File: config.mk
export PLATFORM = sky130hd
export DESIGN_NAME = fetch_queue
export DESIGN_NICKNAME = d
export VERILOG_FILES = /design/src/rtl/fetch_queue.sv
export SDC_FILE = /design/constraint.sdc
export NUM_CORES = 1
export LEC_CHECK = 0
export ABC_AREA = 1
export CAP_MARGIN = 20
export CORE_MARGIN = 2
export CORE_UTILIZATION = 40
export CTS_BUF_LIST = sky130_fd_sc_hd__clkbuf_2
export CTS_CLUSTER_DIAMETER = 120
export DETAILED_ROUTE_END_ITERATION = 12
export GPL_TIMING_DRIVEN = 0
export PLACE_DENSITY = 0.66
export RECOVER_POWER = 25
export SLEW_MARGIN = 10
export SYNTH_ARGS = -nofsm -noshare
export SYNTH_HDL_FRONTEND = slang
export SYNTH_SLANG_ARGS = --single-unit
File: constraint.sdc
create_clock -name clk -period 8.5 [get_ports clk]
set_input_delay 1.7 -clock clk [delete_from_list [all_inputs] [get_ports clk]]
set_output_delay 1.7 -clock clk [all_outputs]
set_load 0.05 [all_outputs]
File: src/rtl/fetch_queue.sv
// Instruction fetcher: owns the PC, issues single-outstanding reads to the
// I-side memory and buffers {pc, instruction} pairs in a circular FIFO for decode.
//
// state | meaning
// IDLE  | no read outstanding; issue when a FIFO slot is (or is becoming) free
// REQ   | read outstanding at mem_address; responses are pushed
// DROP  | read outstanding but squashed by a flush; response is discarded
module fetch_queue #(
  parameter int               width    = 32,
  parameter int               DEPTH    = 4,
  parameter logic [width-1:0] RESET_PC = 32'h00000060
) (
  input  logic             clk,
  input  logic             rst,
  input  logic             deq,
  input  logic             flush,
  input  logic [width-1:0] flush_pc,
  input  logic             mem_resp,
  input  logic [width-1:0] mem_rdata,
  output logic             mem_read,
  output logic [width-1:0] mem_address,
  output logic             rdy,
  output logic [width-1:0] out,
  output logic [width-1:0] out_pc
);

  localparam int PTR_W = $clog2(DEPTH);
  localparam int CNT_W = PTR_W + 1;
  localparam logic [width-1:0] PC_INC  = width'(width / 8);
  localparam logic [CNT_W-1:0] DEPTH_C = CNT_W'(DEPTH);

  typedef enum logic [1:0] {IDLE, REQ, DROP} state_t;

  state_t           state_q, state_d;
  logic [width-1:0] pc_q, pc_d;
  logic [width-1:0] addr_q, addr_d;
  logic [PTR_W-1:0] head_q, head_d;
  logic [PTR_W-1:0] tail_q, tail_d;
  logic [CNT_W-1:0] count_q, count_d;
  logic [width-1:0] inst_mem_q [DEPTH];
  logic [width-1:0] pcs_mem_q  [DEPTH];

  logic             push;
  logic             pop;
  logic [CNT_W-1:0] count_pop;
  logic [width-1:0] pc_plus;

  assign pc_plus   = pc_q + PC_INC;
  assign pop       = deq && (count_q != '0) && !flush;
  assign count_pop = count_q - CNT_W'(pop);

  always_comb begin
    state_d = state_q;
    pc_d    = pc_q;
    addr_d  = addr_q;
    push    = 1'b0;

    unique case (state_q)
      IDLE: begin
        // Looking at the post-pop count lets a deq on a full FIFO restart
        // fetching in the very next cycle.
        if (!flush && (count_pop < DEPTH_C)) begin
          addr_d  = pc_q;
          state_d = REQ;
        end
      end
      REQ: begin
        if (flush) begin
          state_d = mem_resp ? IDLE : DROP;
        end else if (mem_resp) begin
          push = 1'b1;
          pc_d = pc_plus;
          if ((count_pop + CNT_W'(1)) < DEPTH_C) begin
            addr_d = pc_plus;
          end else begin
            state_d = IDLE;
          end
        end
      end
      DROP: begin
        if (mem_resp) begin
          state_d = IDLE;
        end
      end
      default: state_d = IDLE;
    endcase

    if (flush) begin
      pc_d = flush_pc;
    end

    head_d  = pop  ? head_q + PTR_W'(1) : head_q;
    tail_d  = push ? tail_q + PTR_W'(1) : tail_q;
    count_d = count_pop + CNT_W'(push);

    if (flush) begin
      head_d  = '0;
      tail_d  = '0;
      count_d = '0;
    end
  end

  always_ff @(posedge clk) begin
    if (rst) begin
      state_q <= IDLE;
      pc_q    <= RESET_PC;
      addr_q  <= RESET_PC;
      head_q  <= '0;
      tail_q  <= '0;
      count_q <= '0;
    end else begin
      state_q <= state_d;
      pc_q    <= pc_d;
      addr_q  <= addr_d;
      head_q  <= head_d;
      tail_q  <= tail_d;
      count_q <= count_d;
    end
  end

  // Storage is cleared on reset so out/out_pc read as 0 until the first push.
  always_ff @(posedge clk) begin
    if (rst) begin
      for (int i = 0; i < DEPTH; i++) begin
        inst_mem_q[i] <= '0;
        pcs_mem_q[i]  <= '0;
      end
    end else if (push) begin
      inst_mem_q[tail_q] <= mem_rdata;
      pcs_mem_q[tail_q]  <= addr_q;
    end
  end

  assign mem_read    = (state_q != IDLE);
  assign mem_address = addr_q;
  assign rdy         = (count_q != '0);
  assign out         = inst_mem_q[head_q];
  assign out_pc      = pcs_mem_q[head_q];

endmodule

==> results.md <==
- Status: finished, final reports clean
- Clock Pin Slew Worst Setup and Hold Paths: 110 ps
- Worst Path Required: 6800 ps
- # IOs: 167
- Worst setup margin: 3110 ps
- Clk root buf: clkbuf_2
- CTS resizes: 0
- Period minus WS final: 5390 ps
- Design area: 18700 um^2
- Core Box Area: 37800 um^2
- Placed cell areas: 18000 um^2
- Total Wirelength: 44.3 mm
- Worst-skew pair later-pin latency: 950 ps
- Post-synthesis instance total: 1696
- # port buffers: 165
- Power share of the sequential group: 54.1%
- Initial antenna violation count: 1
- Power Density: 183 nW/um^2
- Drt initial violations: 1069
- Synth Area in Adders: 0.406%
- # DRC: 0
- # fillers: 3631
- Sw frac: 28.9%
- Max clock buf depth: 3
- Synth Area in XOR/XNOR: 0.454%
- Drt via density: 5.03
- MaxCap Viol Count: 0
- Clock Skew: 73.6 ps
- Unrepaired setup endpoints after global routing: no
- Internal power: 0.00243 W
- Setup_tns: 0 ps
- Post-Syn Nets: 1770
- Full die area: 40100 um^2
- Comb pwr share: 13.1%
- Register area: 9190 um^2
- Library cells used by synthesis: 31
- Die X: 200 um
- Clk sinks: 331
- WP data arrival: 3690 ps
- Tcrit/Tclk final: 63.4%
- Pin count of the biggest net entering global routing: 46
- NumNets Final: 2031
- Critical path class: flop to output pin
- Sw power: 0.000989 W
- Post-CTS Setup Bufs: 0
- Fmax: 0.186 GHz
- Post-Synth Simple-Gate Area: 20.9%
- Routed WL per cell: 17.5 um
- Row cnt: 71
- Pins Over Slew Limit: 0
- First-pass GRT wire length: 68.4 mm
- Htree depth: 3
- Via count: 12700
- Peak VDD IR: 80.8 uV
- Final HPWL DP: 30.8 mm
- Mapped Area: 15400 um^2
- Proportion of synthesized area in mux cells: 0%
- Hold WC Path Type: flop to flop
- Synth-to-Final Area Change: 21.2%
- Final number of hold-violating endpoints: 0
- Synth Register Bits: 331
- Synth Warn #: 0
- Synth top area share: 49.8%
- Hold buffer count at CTS: 0
- Initial Util: 40.7%
- Seq/Total Area, Yosys: 59.6%
- Number of global-route vias before repair: 12800
- Total grt overflow: 0
- Area occupied by multi-input gates: 5100 um^2
- Final weighted congestion in routability-driven placement: 0.880
- Area leader, netlist: edfxtp_1
- Layout cells sized above 1: 10.9%
- CP Capture Type: output pin
- First-pass DRT Iterations: 5
- CTS tree: yes
- Slew at the pin with the worst max-slew slack: 1370 ps
- Mean area per synthesized cell: 9.09 um^2
- Kind of start point of the critical path: flop
- Leak: 7.12 nW
- Clk pwr share: 32.8%
- GRT Resource Usage Total: 21.7%
- Post-route ant nets: 0
- Max_slew headroom: 8.52%
- Top area cells in the synthesized netlist: edfxtp_1 50%, nor2_1 10%, dfxtp_1 9.7%
- Post-synthesis compound-gate area fraction: 11.5%
- Main combinational cell family by area after synthesis: simple AND/OR/NAND/NOR gates
- Post-place setup slack: 3640 ps
- Die height: 200 um
- Number of CTS-inserted buffers: 84
- # setup viols final: 0
- Worst Path Max Fanout: 10
-- Yosys cell counts --
cell type,count
ha_1,5
buf_1,2
nor2_4,43
o21ai_1,4
edfxtp_1,256
nand3b_1,1
nand2_2,5
buf_6,5
a31oi_1,6
nand3_2,1
nand3_1,45
nor2_1,417
nand2_1,223
inv_2,45
nor2_2,6
buf_2,22
clkbuf_1,65
xor2_1,5
clkinv_1,1
nor3_1,1
dfxtp_1,75
o21a_1,2
o211ai_1,3
xnor2_1,3
nor2_8,1
a21oi_1,65
inv_1,138
o221ai_1,2
a221oi_1,1
o21ai_0,184
o22ai_1,64
-- worst paths after layout --
check | start | to | slack (ps) | depth (start not counted)
hold / removal | pc_q[0]$_SDFFE_PP0P_ | mem_address[0]$_SDFFE_PP0P_ | 470 | 2
setup reg to reg | state_q[0]$_SDFFE_PP0P_ | inst_mem_q[0][1]$_SDFFCE_PN0P_ | 5180 | 8
setup / recovery | flop | out_pc[16] | 3110 | 7
hold reg to reg | pc_q[0]$_SDFFE_PP0P_ | mem_address[0]$_SDFFE_PP0P_ | 470 | 2
-- kinds of logic (layout without fill, tap and decap cells) --
logic type,Yosys count,in the layout
and+or+nand+nor,743,743
AOI/OAI and AO/OA,331,331
buffers and inverters,278,596
adders and majority gates,5,5
other,0,1
xor gates and xnor gates,8,8
DFF,331,331
-- flip-flops by register name, summed over array words and instances (netlist names), named ones only --
name / count
head_q: 2
count_q: 3
pc_q: 32
state_q: 2
tail_q: 2
mem_address: 32
pcs_mem_q: 128
inst_mem_q: 128
-- power by group through the flow --
stage	clock network (W)	registers, W	logic [W]
2_1_floorplan	0	0.00193	0.000216
3_3_place_gp	0	0.00190	0.000430
3_5_place_dp	0	0.00188	0.000450
4_1_cts	0.00114	0.00185	0.000452
5_1_grt	0.00121	0.00186	0.000478
6_report	0.00112	0.00185	0.000446
-- final cells by class --
cell class                      count  area share, %
Antenna cell                        1         0.0134
Buffer                             94           2.06
Clock buffer                      123           3.29
Clock inverter                     20          0.877
Inverter                          184           3.69
Multi-Input combinational cell   1087           27.3
Sequential cell                   331           49.1
Tap cell                          511           3.42
Timing Repair Buffer              175           10.2
-- layer usage --
layer  wire length [um]  GRT usage, %
met5                  0             0
met4               1450          8.94
met3               3090          3.61
met2              21300          36.8
met1              18500          27.6
-- critical path: stages (launching register included) --
cell and delay (ps):
dfxtp_1 340, buf_2 210, inv_1 90, buf_2 250
clkbuf_1 480, nor2_1 90, o22ai_1 390, clkdlybuf4s50_1 890
-- placed cells by master (no fill, tap or decap), types with 2 or more instances in the layout --
cell type	instances
clkbuf_1	71
o21a_1	2
nand3_1	46
o221ai_1	2
o211ai_1	3
edfxtp_1	256
nand2_1	222
buf_1	2
dfxtp_1	75
ha_1	5
buf_2	20
xnor2_1	3
o21ai_1	4
inv_1	171
buf_12	2
o22ai_1	64
inv_2	7
o21ai_0	181
dlygate4sd3_1	3
bufinv_16	3
buf_16	8
xor2_1	5
nor2_2	6
clkdlybuf4s50_1	162
clkbuf_2	123
a31oi_1	6
nor2_4	37
nor2_1	424
a21oi_1	65
nand2_2	5
o21ai_4	3
clkinv_1	20
-- metrics by stage --
step	power, W	std cells	hold slack (ps)	util [%]
floorplan	0.00215	1696	436	-
global placement	0.00233	2372	453	46.8
detailed placement	0.00233	2382	467	47.6
CTS	0.00344	2525	445	49.7
global route	0.00354	2526	477	49.4
finish	0.00342	2526	469	49.4
(Power assumes the default switching activity.)
